`config.mk`:
```
export PLATFORM = sky130hd
export DESIGN_NAME = mc_decoder
export DESIGN_NICKNAME = d
export VERILOG_FILES = /design/src/rtl/mc_decoder.sv
export SDC_FILE = /design/constraint.sdc
export NUM_CORES = 1
export LEC_CHECK = 0
export CAP_MARGIN = 15
export CELL_PAD_IN_SITES_DETAIL_PLACEMENT = 0
export CELL_PAD_IN_SITES_GLOBAL_PLACEMENT = 1
export CORE_UTILIZATION = 21
export CTS_CLUSTER_DIAMETER = 80
export DETAILED_ROUTE_END_ITERATION = 7
export GPL_ROUTABILITY_DRIVEN = 0
export GPL_TIMING_DRIVEN = 0
export PLACE_DENSITY = 0.86
export SLEW_MARGIN = 10
export SYNTH_ARGS = -nofsm -noshare
export SYNTH_HDL_FRONTEND = slang
export SYNTH_SLANG_ARGS = --single-unit
```
`constraint.sdc`:
```
create_clock -name clk -period 1.4 [get_ports clk]
set_input_delay 0.35 -clock clk [delete_from_list [all_inputs] [get_ports clk]]
set_output_delay 0.35 -clock clk [all_outputs]
set_load 0.02 [all_outputs]
```
`src/rtl/mc_decoder.sv`:
```
// mc_decoder: multicycle ARM-subset control unit (Moore FSM plus ALU decoder).
// Optional build macro MEM_WAIT_EN: FETCH/MEMREAD/MEMWRITE stall until MemReady=1.
module mc_decoder #(
    parameter int ALUCTRL_W = 2
) (
    input  logic                 clk,
    input  logic                 reset,
    input  logic [1:0]           Op,
    input  logic [5:0]           Funct,
    input  logic [3:0]           Rd,
    input  logic                 MemReady,
    output logic [1:0]           FlagW,
    output logic                 PCS,
    output logic                 NextPC,
    output logic                 RegW,
    output logic                 MemW,
    output logic                 IRWrite,
    output logic                 NoWrite,
    output logic                 AdrSrc,
    output logic                 ALUSrcA,
    output logic [1:0]           ALUSrcB,
    output logic [1:0]           ResultSrc,
    output logic [1:0]           ImmSrc,
    output logic [1:0]           RegSrc,
    output logic [ALUCTRL_W-1:0] ALUControl,
    output logic                 WD3Src,
    output logic                 Undef
);

    typedef enum logic [3:0] {
        FETCH, DECODE, MEMADR, MEMREAD, MEMWB, MEMWRITE,
        EXECUTER, EXECUTEI, ALUWB, BRLINK, BRANCH
    } state_e;

    state_e state_q, state_d;

    logic mem_ready;
`ifdef MEM_WAIT_EN
    assign mem_ready = MemReady;
`else
    logic unused_mem_ready;
    assign unused_mem_ready = MemReady;
    assign mem_ready        = 1'b1;
`endif

    // ALU command decode; the extended commands exist only in the 3-bit build.
    logic       cmd_ok;
    logic       cmd_nowrite;
    logic       cmd_arith;
    logic [2:0] cmd_ctl;

    // NOTE: every signal written here gets a default first, so no path leaves it unassigned (no latch).
    always_comb begin
        cmd_ok      = 1'b1;
        cmd_nowrite = 1'b0;
        cmd_arith   = 1'b0;
        cmd_ctl     = 3'd0;
        case (Funct[4:1])
            4'b0100: begin cmd_ctl = 3'd0; cmd_arith = 1'b1; end
            4'b0010: begin cmd_ctl = 3'd1; cmd_arith = 1'b1; end
            4'b0000: cmd_ctl = 3'd2;
            4'b1100: cmd_ctl = 3'd3;
            4'b1101: cmd_ctl = 3'd0;
            4'b0001: begin
                if (ALUCTRL_W >= 3) cmd_ctl = 3'd4;
                else                cmd_ok  = 1'b0;
            end
            4'b1010: begin
                if (ALUCTRL_W >= 3) begin
                    cmd_ctl     = 3'd1;
                    cmd_nowrite = 1'b1;
                    cmd_arith   = 1'b1;
                end else begin
                    cmd_ok = 1'b0;
                end
            end
            4'b1000: begin
                if (ALUCTRL_W >= 3) begin
                    cmd_ctl     = 3'd2;
                    cmd_nowrite = 1'b1;
                end else begin
                    cmd_ok = 1'b0;
                end
            end
            default: cmd_ok = 1'b0;
        endcase
    end

    logic instr_undef;
    always_comb begin
        case (Op)
            2'b00:   instr_undef = ~cmd_ok;
            2'b01:   instr_undef = 1'b0;
            2'b10:   instr_undef = ~Funct[5];
            default: instr_undef = 1'b1;
        endcase
    end

    // NOTE: state flops use non-blocking assignment so every flop samples pre-edge values.
    always_ff @(posedge clk or posedge reset) begin
        if (reset) state_q <= FETCH;
        else       state_q <= state_d;
    end

    always_comb begin
        state_d = state_q;
        case (state_q)
            FETCH:    if (mem_ready) state_d = DECODE;
            DECODE: begin
                if (instr_undef)      state_d = FETCH;
                else if (Op == 2'b00) state_d = Funct[5] ? EXECUTEI : EXECUTER;
                else if (Op == 2'b01) state_d = MEMADR;
                else                  state_d = Funct[4] ? BRLINK : BRANCH;
            end
            MEMADR:   state_d = Funct[0] ? MEMREAD : MEMWRITE;
            MEMREAD:  if (mem_ready) state_d = MEMWB;
            MEMWB:    state_d = FETCH;
            MEMWRITE: if (mem_ready) state_d = FETCH;
            EXECUTER,
            EXECUTEI: state_d = cmd_nowrite ? FETCH : ALUWB;
            ALUWB:    state_d = FETCH;
            BRLINK:   state_d = BRANCH;
            BRANCH:   state_d = FETCH;
            default:  state_d = FETCH;
        endcase
    end

    logic branch;
    always_comb begin
        NextPC    = 1'b0;
        RegW      = 1'b0;
        MemW      = 1'b0;
        IRWrite   = 1'b0;
        AdrSrc    = 1'b0;
        ALUSrcA   = 1'b0;
        ALUSrcB   = 2'b00;
        ResultSrc = 2'b00;
        WD3Src    = 1'b0;
        branch    = 1'b0;
        case (state_q)
            FETCH: begin
                ALUSrcA   = 1'b1;
                ALUSrcB   = 2'b10;
                ResultSrc = 2'b10;
                IRWrite   = 1'b1;
                NextPC    = 1'b1;
            end
            DECODE: begin
                ALUSrcA   = 1'b1;
                ALUSrcB   = 2'b10;
                ResultSrc = 2'b10;
            end
            MEMADR:   ALUSrcB = 2'b01;
            MEMREAD:  AdrSrc  = 1'b1;
            MEMWB: begin
                ResultSrc = 2'b01;
                RegW      = 1'b1;
            end
            MEMWRITE: begin
                AdrSrc = 1'b1;
                MemW   = 1'b1;
            end
            EXECUTEI: ALUSrcB = 2'b01;
            ALUWB:    RegW    = 1'b1;
            BRLINK: begin
                ALUSrcA   = 1'b1;
                ALUSrcB   = 2'b10;
                ResultSrc = 2'b10;
                RegW      = 1'b1;
                WD3Src    = 1'b1;
            end
            BRANCH: begin
                ALUSrcB   = 2'b01;
                ResultSrc = 2'b10;
                branch    = 1'b1;
            end
            default: ;
        endcase
    end

    logic in_exec;
    assign in_exec    = (state_q == EXECUTER) || (state_q == EXECUTEI);
    assign ALUControl = in_exec ? ALUCTRL_W'(cmd_ctl) : '0;
    assign FlagW      = (in_exec && cmd_ok) ? {Funct[0], Funct[0] & cmd_arith} : 2'b00;
    assign NoWrite    = in_exec & cmd_nowrite;
    assign Undef      = (state_q == DECODE) & instr_undef;
    assign ImmSrc     = Op;
    assign RegSrc     = {Op == 2'b01, Op == 2'b10};
    assign PCS        = ((Rd == 4'd15) & RegW) | branch;

endmodule

```
# Word-level counts from Yosys, hierarchy flattened
# Cells that the tools add are included.
[op_classes]
n_eq_ne = 17
muxes = 22
bitwise = 6
n_reduce_logical = 13
[op_table]
columns = ["operator", "count"]
rows = [
  ["== test 4 bit, second input constant", 6],
  ["one-hot mux 4 bit (6 select lines)", 1],
  ["== test 4 x 3 -> 1 bit, second input constant", 5],
  ["== test 4 x 2 -> 1 bit, second input constant", 3],
  ["two-way mux 4 bit", 3],
  ["two-way mux 1 bit", 10],
  ["OR reduction 3 bit", 3],
  ["logical NOT 4 bit", 2],
  ["one-hot mux 2 bit (2 select lines)", 2],
  ["two-way mux 2 bit", 3],
  ["one-hot mux 2 bit (3 select lines)", 1],
  ["OR reduction 2 bit", 3],
  ["OR reduction 5 bit", 1],
  ["== test 4 x 1 -> 1 bit, second input constant", 1],
  ["OR reduction 4 bit", 1],
  ["AND 1 bit", 3],
  ["two-way mux 3 bit", 1],
  ["one-hot mux 1 bit (3 select lines)", 1],
  ["== test 2 x 1 -> 1 bit, second input constant", 1],
  ["== test 2 bit, second input constant", 1],
  ["logical NOT 2 bit", 1],
  ["NOT 1 bit", 2],
  ["logical AND 1 bit", 1],
  ["logical OR 1 bit", 1],
  ["bitwise OR 1 bit", 1],
]
[totals]
regBits = 4
inputBits = 15
out_inout_bits = 22
wordCells = 59

# Depth between registers and ports, before layout
# Gate-level depths: netlist (run 1).
[logic_depth]
depth_word = 7
ltp_mapped = 5
depth_no_buf = 3

# Worst setup path after synthesis (run 1)
# OpenSTA, ideal clock, no wires.
[synth_path]
path_type = "reg2out"
from = "register state_q[2]"
to = "output port FlagW[0]"
t_arrival_ps = 1522
required_ps = 1050
slack_ps = -472
stages_incl_launch_ff = 5
path_buffers = 1
cell_sequence = "dfrtp_1 -> buf_2 -> nor2b_1 -> nand3b_1 -> nor4_1"
[synth_via]
elab_chain_cells = 4
word_cells_on_any_way = 5
cone_classes = "eq/ne (2); mux (1); reduce/logical (2)"
[synth_lines]
columns = ["element", "line", "source"]
rows = [
  ["from (decl)", "35", "state_e state_q, state_d;"],
  ["from (signal assigned)", "102", "else state_q <= state_d;"],
  ["== test 4 x 3 -> 1 bit", "182", "assign in_exec = (state_q == EXECUTER) || (state_q == EXECUTEI);"],
  ["logical OR 1 bit *", "182", ""],
  ["logical AND 1 bit *", "184", "assign FlagW = (in_exec && cmd_ok) ? {Funct[0], Funct[0] & cmd_arith} : 2'b00;"],
  ["two-way mux 2 bit *", "184", ""],
  ["to (decl)", "12", "output logic [1:0] FlagW,"],
]
# Mark *: on every way between the ends. The rest lies on a longest branch, timed or not.

# Worst setup path in the final report (run 1)
[layout_path]
from = "register state_q[3]"
to = "output port Undef"
[layout_via]
elab_chain_cells = 2
[layout_lines]
columns = ["element", "line", "source"]
rows = [
  ["== test 4 x 1 -> 1 bit", "186", "assign Undef = (state_q == DECODE) & instr_undef;"],
  ["AND 1 bit", "186", ""],
  ["to (decl)", "27", "output logic Undef"],
]
# No other way between the ends.

==> metrics.csv, run 1 <==
stage,metric,value,unit
run_status,run_status,"finished, violations left",
run_status,failed_checks,setup timing,
cells_and_area,regMostFlops,state_q,
place,dp_slack,-1140,ps
worst_setup_path,slowest_delay,460,ps
sta,grt_setup_unrepaired,yes,
place,place_area,1050,um^2
global_route,grt_start_max_net_pins,11,
cells_and_area,antenna_cells,0,
cells_and_area,layout_common_cells,"buf_4 (26), buf_6 (17), dlygate4sd2_1 (5), nor2_1 (4), nor3_4 (4)",
cells_and_area,largest_reg_flops,4,
power,peakVddDrop,0.00132,V
power,p_total,2.47,mW
logic_synthesis,avgSynthCellArea,7.23,um^2
cts,cts_buffers,3,
routing,drt_iter0_drc,5,
global_route,overflow,0,
logic_synthesis,netlist_instances,77,
sta,max_freq,524,MHz
worst_setup_path,worstSetupPathType,reg2out,
worst_setup_path,cp.arrival,1560,ps
logic_synthesis,synth_top_area_share,18.0,%
logic_synthesis,synth_area,557,um^2
cells_and_area,final_area,1350,um^2
worst_setup_path,start_kind,flip-flop,
sta,hold_violations,0,
sta,post-route-worst-setup-slack,-510,ps
die,initial_core_util,22.3,%
place,dp_hpwl,1240,um
global_route,grt_pass1_wl,3060,um
global_route,antenna_found_initial,0,
cells_and_area,drive_gt1_share,68.4,%
logic_synthesis,ys_seq_area_share,18.0,%
cts,path_clk_slew,40,ps
die,die_x,53.5,um
hold_path,hp-class,in2async,
die,rows,18,
logic_synthesis,synthTopCellsByArea,"dfrtp_1 (18%), nor2b_1 (5.6%), nor3_1 (5.4%), buf_4 (5.4%), nor2_1 (5.4%)",
worst_setup_path,crit_chain,or2_4 > or2_4 > o21ba_4 > buf_6,
cts,insertion_delay,240,ps
worst_setup_path,crit_top_cell,or2_4,
worst_setup_path,crit_path_top_delay_cell,dfrtp_2,
power,leakagePower,0.578,nW
routing,finalWirelength,2010,um
sta,drv_slew,0,
cells_and_area,final_nets,149,
routing,wl_per_cell,12.3,um
sta,fin_skew,6.26,ps
global_route,grt_pass1_vias,684,
cells_and_area,num-fill-cells,259,
worst_setup_path,r2r_cells,5,
die,core,2500,um^2
routing,ant_nets,0,
worst_setup_path,cp_max_fo,6,
logic_synthesis,yosys_register_bits,4,
cts,hold_buffers,0,
power,power_density,1830,nW/um^2
flow_run,drv_cap,0,
cts,cts_buffer_depth,2,
cells_and_area,layout_commonest_cell,buf_4,
routing,vias_per_cell,4.59,
cells_and_area,area_growth,143,%
cts,clock_sinks,4,
logic_synthesis,synth_area_leader_cell,dfrtp_1,
die,die_y,53.5,um
routing,drc_errors,0,
sta,period_share,136,%
sta,fin_hold_ws,292,ps
cells_and_area,largest_registers,state_q: 4 flops,
cts,cts_tree,built,
worst_setup_path,rr_startpoint,state_q[3]$_DFF_PP0_,
worst_setup_path,worstSetupEndpointType,primary output,
worst_setup_path,reg2reg_slack,-260,ps
sta,setup_viol,18,
routing,first_pass_iters,4,
routing,vias,748,
logic_synthesis,synth_cell_types,34,
die,die_area,2860,um^2
worst_setup_path,reg2reg_to,state_q[0]$_DFF_PP0_,
place,port_buffers,33,
logic_synthesis,yosysWarnings,0,
cts,clockRootBuffer,clkbuf_4,
logic_synthesis,syn-num-nets,92,
die,io_pins,37,
worst_setup_path,crit_required,1050,ps
global_route,grt_util_all_layers,14.8,%
sta,fin_tns_setup,-6030,ps
sta,fin_crit,1910,ps
cts,cts_max_level,1,
## routing by layer
metal / GRT usage [%] / wire (um) / vias up
li1: - / - / 379
met1: 16.8 / 827 / 340
met3: 1.72 / 88 / 2
met4: 3.95 / 14 / 0
met2: 28.1 / 1080 / 27
met5: 0 / 0 / -
## worst max-delay path: cells and delay by family, from the launching register on
family | cells | cell delay, ps
AND/OR/NAND/NOR | 2 | 530
flip-flops | 1 | 460
AO/OA/AOI/OAI | 1 | 220
buffers and inverters | 1 | 100
## per-stage QoR
step / util (%) / cells
after floorplan: - / 77
after global routing: 54.1 / 163
final: 54.1 / 163
after global placement: 42.1 / 140
after detailed placement: 42.1 / 140
after CTS: 51.7 / 161
## power breakdown
group | switching, mW | internal [mW] | total (mW)
clock | 0.0574 | 0.108 | 0.165
sequential | 0.0967 | 0.171 | 0.267
combinational | 0.919 | 1.12 | 2.04
## cell usage after synthesis (all sizes together)
library cell,number
or3b,1
a31oi,1
o21a,2
nor4,1
clkbuf,3
o21ba,1
and2,1
a21oi,3
mux2i,1
dfrtp,4
o21ai,3
xnor2,2
nand3b,3
nor2b,5
a21boi,1
nand2b,4
nand4,2
buf,6
mux2,2
nand2,3
conb,1
nor3b,1
inv,3
nor3,6
or2,2
or4,2
xor2,2
or2b,1
o22ai,1
nor2,8
o32ai,1
## area by class of cell
type                    count  area, um^2  share of cell area (%)
inverters                   3        11.3                   0.833
plain buffers               8        98.8                    7.31
repair buffers             53         479                    35.5
multi-input cells          61         594                    44.0
clock buffers               4        26.3                    1.94
flip-flops and latches      4         104                    7.69
well taps                  30        37.5                    2.78
## kinds of logic after synthesis
group                  count (synthesis)  synth area share [%]
AO/OA/AOI/OAI                         13                  16.2
flip-flops                             4                  18.0
buffers and inverters                 12                  11.2
AND/OR/NAND/NOR                       40                  41.8
multiplexers                           3                  5.84
other                                  1                 0.674
XOR/XNOR                               4                  6.29
## repair_timing
| item | in CTS | in global routing |
|---|---|---|
| resized for setup | 151 | 15 |
| pin swaps | 12 | 5 |
| setup buffers | 18 | 2 |
| endpoints found under the setup margin | 23 | 23 |
## worst max path at each step
stage | start | endpoint | slack (ps) | cells past startpoint
3_3_place_gp | Funct[3] | Undef | -1130 | 5
5_1_grt | state_q[2]$_DFF_PP0_ | FlagW[0] | -570 | 5
4_1_cts | state_q[3]$_DFF_PP0_ | Undef | -510 | 4
6_report | state_q[3]$_DFF_PP0_ | Undef | -510 | 4
2_1_floorplan | state_q[2]$_DFF_PP0_ | FlagW[0] | -210 | 4
3_5_place_dp | Funct[3] | Undef | -1140 | 5
(Power assumes the default switching activity.)
==> inputs of run 2 (changes only) <==
CORE_UTILIZATION = 25   (was 21)
PLACE_DENSITY = 0.95   (was 0.86)
SLEW_MARGIN = default   (was 10)
clock period = 2.2 ns   (was 1.4 ns; I/O delays follow)
==> run 2 against run 1 <==
Compared with the run above:
- the flow now finishes without violations
- sequential share of layout area increased by 3.1 points
- clock power is 45% lower
- wire length is 18% lower
- non-clock buffer count decreased by 17
- register-to-register slack better by 1000 ps
- sequential power down 42%
- worst setup slack improved by 570 ps
- critical path type unchanged
- largest cell class unchanged
==> metrics.csv, run 2 (synthesis results as in run 1) <==
stage,metric,value,unit,change
sta,drv_slew,0,,unchanged
routing,drt_iter0_drc,3,,-2
power,power_frac_seq,15.4,%,+4.6 points
routing,first_pass_iters,4,,unchanged
cells_and_area,final_area,948,um^2,-30%
routing,finalWirelength,1650,um,-18%
die,rows,16,,-2
power,leakagePower,0.456,nW,-21%
die,io_pins,37,,unchanged
sta,fin_skew,2.39,ps,-3.87 ps
sta,fin_crit,2140,ps,
cells_and_area,area_growth,70.3,%,
global_route,grt_pass1_vias,592,,-13%
sta,fin_hold_ws,495,ps,+203 ps
die,die_y,49.2,um,-8.0%
power,power_density,1050,nW/um^2,-43%
cts,path_clk_slew,40,ps,about the same
power,peakVddDrop,0.000525,V,-60%
global_route,grt_util_all_layers,13.2,%,-1.6 points
power,swShare,49.9,%,+6.5 points
cells_and_area,drive_gt1_share,31.3,%,-37 points
cells_and_area,final_util,46.9,%,-7.1 points
worst_setup_path,cp.arrival,1590,ps,+30 ps
sta,setup_viol,0,,-18
power,intPower,0.498,mW,-64%
cts,cts_tree,built,,
sta,post-route-worst-setup-slack,61.3,ps,+571 ps
routing,drc_errors,0,,unchanged
routing,vias,667,,-11%
flow_run,drv_cap,0,,unchanged
sta,fin_tns_setup,0,ps,+6030 ps
global_route,antenna_found_initial,0,,unchanged
sta,hold_violations,0,,unchanged
cells_and_area,largest_registers,state_q: 4 flops,,
cells_and_area,layout_common_cells,"dlygate4sd2_1 (20), buf_4 (10), nor2_1 (7), buf_2 (5)",,
cts,hold_buffers,0,,unchanged
hold_path,hp-class,in2async,,
run_status,run_status,"finished, final reports clean",,
die,die_area,2420,um^2,-15%
cts,cts_max_level,1,,unchanged
power,switchingPower,0.496,mW,-54%
power,clockPowerShare,9.2,%,+2.5 points
sta,max_freq,468,MHz,
routing,highest_layer,met4,,
cells_and_area,final_nets,132,,-11%
power,comb_power_share,75.4,%,-7.1 points
die,die_x,49.2,um,-8.0%
routing,wl_per_cell,11.6,um,-5.7%
worst_setup_path,worstSetupEndpointType,primary output,,
sta,period_share,97.2,%,
routing,met2_length,764,um,-29%
global_route,overflow,0,,unchanged
cells_and_area,largest_reg_flops,4,,unchanged
worst_setup_path,start_kind,flip-flop,,
place,dp_slack,-696,ps,+440 ps
die,core,2020,um^2,-19%
global_route,grt_start_max_net_pins,11,,unchanged
worst_setup_path,worstSetupPathType,reg2out,,
routing,vias_per_cell,4.70,,+2.4%
cts,cts_buffer_depth,2,,unchanged
global_route,grt_pass1_wl,2530,um,-17%
place,port_buffers,33,,unchanged
routing,dr_wl_met3,94,um,+6.8%
routing,wl_met1,774,um,-6.4%
cts,cts_buffers,3,,unchanged
cells_and_area,antenna_cells,0,,unchanged
worst_setup_path,crit_required,1650,ps,+600 ps
cells_and_area,regMostFlops,state_q,,
cts,clockRootBuffer,clkbuf_4,,
cts,insertion_delay,240,ps,about the same
cells_and_area,layout_commonest_cell,dlygate4sd2_1,,
place,dp_hpwl,1160,um,-6.5%
die,initial_core_util,27.5,%,+5.3 points
cts,clock_sinks,4,,unchanged
worst_setup_path,cp_max_fo,8,,+2
place,place_area,921,um^2,-13%
routing,ant_nets,0,,unchanged
[run 2: cell types whose count changed in the layout (fill, tap and decap cells not counted), sizes merged]
cell,delta
dlymetal6s2s,+2
buf,-30
dlygate4sd2,+15
clkbuf,-2
clkdlybuf4s15,-3
[run 2: metal layers]
metal / track usage (%) / up-vias
met2: 21.9 / 27
met3: 2.49 / 2
met5: 0 / -
met1: 16.8 / 299
met4: 4.41 / 0
li1: - / 339
[run 2: cell type report]
cell class	instances	area, um^2
inverter	3	11.3
clock buffer	3	22.5
timing repair buffer	36	313
multi-input combinational	61	417
sequential	4	103
tap	27	33.8
buffer	8	48.8
fill	229	1070
[run 2: power by group through the flow]
stage | clock (mW) | combinational, mW | sequential (mW)
after CTS | 0.0919 | 0.737 | 0.151
final | 0.0913 | 0.749 | 0.154
after global placement | 0 | 0.811 | 0.135
after global routing | 0.100 | 0.809 | 0.162
after floorplan | 0 | 0.511 | 0.127
after detailed placement | 0 | 0.821 | 0.138
[run 2: what timing repair did]
action / CTS / global route
endpoints found under the setup margin: 21 / 4
setup buffers: 1 / 2
resized for setup: 62 / 9
pin swaps: 2 / 2
[run 2: critical path, cell delays in order, from the launching register on]
cell	delay, ps
dfrtp_2	450
or2_4	300
or2_0	230
o21ba_2	240
buf_4	130
[run 2: final timing paths]
path / cells after the start / endpoint / start / slack, ps
worst max register to register: 3 / state_q[0]$_DFF_PP0_ / state_q[3]$_DFF_PP0_ / 760
worst max-delay path: 4 / Undef / state_q[3]$_DFF_PP0_ / 60
worst min register to register: 2 / state_q[2]$_DFF_PP0_ / state_q[2]$_DFF_PP0_ / 590
worst min-delay path: 2 / state_q[0]$_DFF_PP0_ / reset / 500
max in group asynchronous: 2 / state_q[1]$_DFF_PP0_ / reset / 1550
min in group clk: 2 / state_q[2]$_DFF_PP0_ / state_q[2]$_DFF_PP0_ / 590
[run 2: metrics by stage]
step                      cells  total power, mW
final                       142            0.994
after detailed placement    137            0.959
after global placement      137            0.946
after floorplan              77            0.638
after CTS                   140            0.980
after global routing        142             1.07
==> inputs of run 3 (changes only) <==
CORE_MARGIN = 3   (was default)
==> run 3 against run 2 <==
Compared with the run above:
- power fell by 1.7%
- global-route usage decreased by 2.3 points
- clock skew increased by 4.9 ps
- die area is 17% higher
- clock power shrank 3.8%
- first-iteration DRC count unchanged
- utilization down 1.7 points
- clock-buffer cell count is the same
- combinational power is 1% lower
- critical path depth is 1 higher
- worst setup slack got worse by 42 ps
- via count is 4.6% lower
- largest cell class unchanged
==> metrics.csv, run 3 (synthesis results as in run 1) <==
stage,metric,value,unit,change
routing,drt_iter0_drc,3,,unchanged
cts,clockRootBuffer,clkbuf_4,,
power,p_total,0.978,mW,-1.7%
flow_run,drv_cap,0,,unchanged
die,rows,16,,unchanged
die,die_y,53.2,um,+8.1%
worst_setup_path,crit_cells,5,,+1
cts,cts_buffer_depth,2,,unchanged
routing,vias_per_cell,4.54,,-3.3%
die,core,2040,um^2,+0.99%
cts,cts_tree,built,,
power,leakagePower,0.442,nW,-2.9%
die,io_pins,37,,unchanged
power,intPower,0.494,mW,-0.84%
worst_setup_path,cp_max_fo,3,,-5
power,comb_power_share,75.4,%,about the same
sta,period_share,99.1,%,+1.9 points
worst_setup_path,start_kind,input pin,,
global_route,grt_pass1_vias,561,,-5.2%
worst_setup_path,critPathTopFamily,buffers and inverters,,
run_status,run_status,"finished, final reports clean",,
power,peakVddDrop,0.000576,V,+9.7%
routing,first_pass_iters,4,,unchanged
cells_and_area,layout_commonest_cell,dlygate4sd2_1,,
worst_setup_path,worstSetupEndpointType,primary output,,
cts,insertion_delay,230,ps,about the same
power,clockPowerShare,9.0,%,-0.2 points
die,die_area,2830,um^2,+17%
cells_and_area,num-fill-cells,240,,+4.8%
cells_and_area,largest_reg_flops,4,,unchanged
routing,vias,636,,-4.6%
cells_and_area,area_growth,65.6,%,
cts,clock_sinks,4,,unchanged
die,initial_core_util,27.3,%,-0.27 points
worst_setup_path,r2r_cells,3,,unchanged
worst_setup_path,crit_path_top_delay_cell,clkdlybuf4s50_1,,
cells_and_area,multi_input_area,412,um^2,-1.2%
worst_setup_path,rr_startpoint,state_q[3]$_DFF_PP0_,,
routing,ant_nets,0,,unchanged
power,power_frac_seq,15.6,%,+0.2 points
cells_and_area,layout_common_cells,"dlygate4sd2_1 (17), nor2_1 (7), buf_2 (6), buf_4 (6), nor3_1 (5)",,
sta,setup_viol,0,,unchanged
power,power_density,1060,nW/um^2,+1.1%
worst_setup_path,cp.arrival,1630,ps,+40 ps
place,port_buffers,33,,unchanged
cells_and_area,largest_registers,state_q: 4 flops,,
worst_setup_path,crit_chain,clkdlybuf4s50_1 > nand2b_1 > and2_1 > o21ba_2 > buf_2,,
worst_setup_path,reg2reg_to,state_q[1]$_DFF_PP0_,,
worst_setup_path,worstSetupPathType,in2out,,
sta,fin_tns_setup,0,ps,unchanged
sta,grt_setup_unrepaired,yes,,
worst_setup_path,crit_required,1650,ps,about the same
cells_and_area,final_nets,130,,-1.5%
cts,path_clk_slew,40,ps,about the same
cells_and_area,regMostFlops,state_q,,
place,dp_hpwl,1240,um,+6.6%
die,die_x,53.2,um,+8.1%
global_route,antenna_found_initial,0,,unchanged
sta,max_freq,459,MHz,-1.9%
hold_path,hp-class,in2async,,
cells_and_area,drive_gt1_share,28.3,%,-3.0 points
cts,cts_buffers,3,,unchanged
worst_setup_path,critPathBufInv,2,,+1
sta,fin_crit,2180,ps,+42.0 ps
global_route,grt_start_max_net_pins,11,,unchanged
cells_and_area,final-seq-area,101,um^2,-1.2%
sta,fin_skew,7.34,ps,+4.95 ps
cells_and_area,antenna_cells,0,,unchanged
routing,wl_per_cell,11.2,um,-3.4%
place,dp_cells,137,,unchanged
global_route,overflow,0,,unchanged
worst_setup_path,reg2reg_slack,790,ps,+30 ps
power,switchingPower,0.484,mW,-2.5%
routing,finalWirelength,1570,um,-4.7%
global_route,grt_pass1_wl,2330,um,-8.2%
cts,cts_max_level,1,,unchanged
sta,drv_slew,0,,unchanged
power,swShare,49.5,%,-0.42 points
cells_and_area,fin_cells,140,,-1.4%
sta,hold_violations,0,,unchanged
routing,drc_errors,0,,unchanged
global_route,grt_util_all_layers,10.9,%,-2.3 points
worst_setup_path,slowest_delay,490,ps,+40 ps
-- run 3: cell type report --
class	instances	share of cell area, %
flip-flops and latches	4	11.0
plain buffers	8	5.56
well taps	27	3.66
multi-input cells	61	44.6
inverters	3	1.22
repair buffers	34	31.5
clock buffers	3	2.44
-- run 3: power by group through the flow --
stage               combinational, mW  clock, mW  sequential (mW)
floorplan                       0.511          0            0.127
global placement                0.812          0            0.136
detailed placement              0.825          0            0.137
CTS                             0.733     0.0911            0.151
global route                    0.794     0.0977            0.160
finish                          0.738     0.0878            0.152
-- run 3: through the flow --
step | instance area, um^2 | worst slack [ps] | util, % | hold WS, ps
after floorplan | 557 | 103 | - | 316
final | 922 | 19.3 | 45.2 | 498
after global placement | 921 | -695 | 45.1 | 550
after detailed placement | 921 | -709 | 45.1 | 576
after global routing | 922 | -8.77 | 45.2 | 519
after CTS | 913 | -189 | 44.7 | 502
-- run 3: routing by layer --
layer  global-route usage, %  vias to the layer above  share of wire, %
met1                    12.8                      273                44
met4                    5.11                        0                 0
met3                    2.82                        0                11
met2                    18.2                       32                44
li1                        -                      331                 -
met5                       0                        -                 0
-- run 3: worst reg2reg max path: cells and delay by family (launching register included) --
| family | cells | cell delay, ps |
|---|---|---|
| compound gates | 1 | 320 |
| simple gates | 2 | 520 |
| flops | 1 | 450 |
-- run 3: worst max path at each step --
stage | start | endpoint | slack, ps
after floorplan | Funct[4] | ALUControl[0] | 100
after global placement | Funct[3] | Undef | -700
after detailed placement | Funct[3] | Undef | -710
after CTS | Op[0] | Undef | -190
after global routing | Funct[5] | Undef | -9
final | Funct[5] | Undef | 20
-- run 3: what timing repair did --
item,4_1_cts,5_1_grt
endpoints found under the setup margin,21,8
gates resized for setup,56,11
hold buffers,0,0
buffers inserted,0,1
pin swaps,2,3
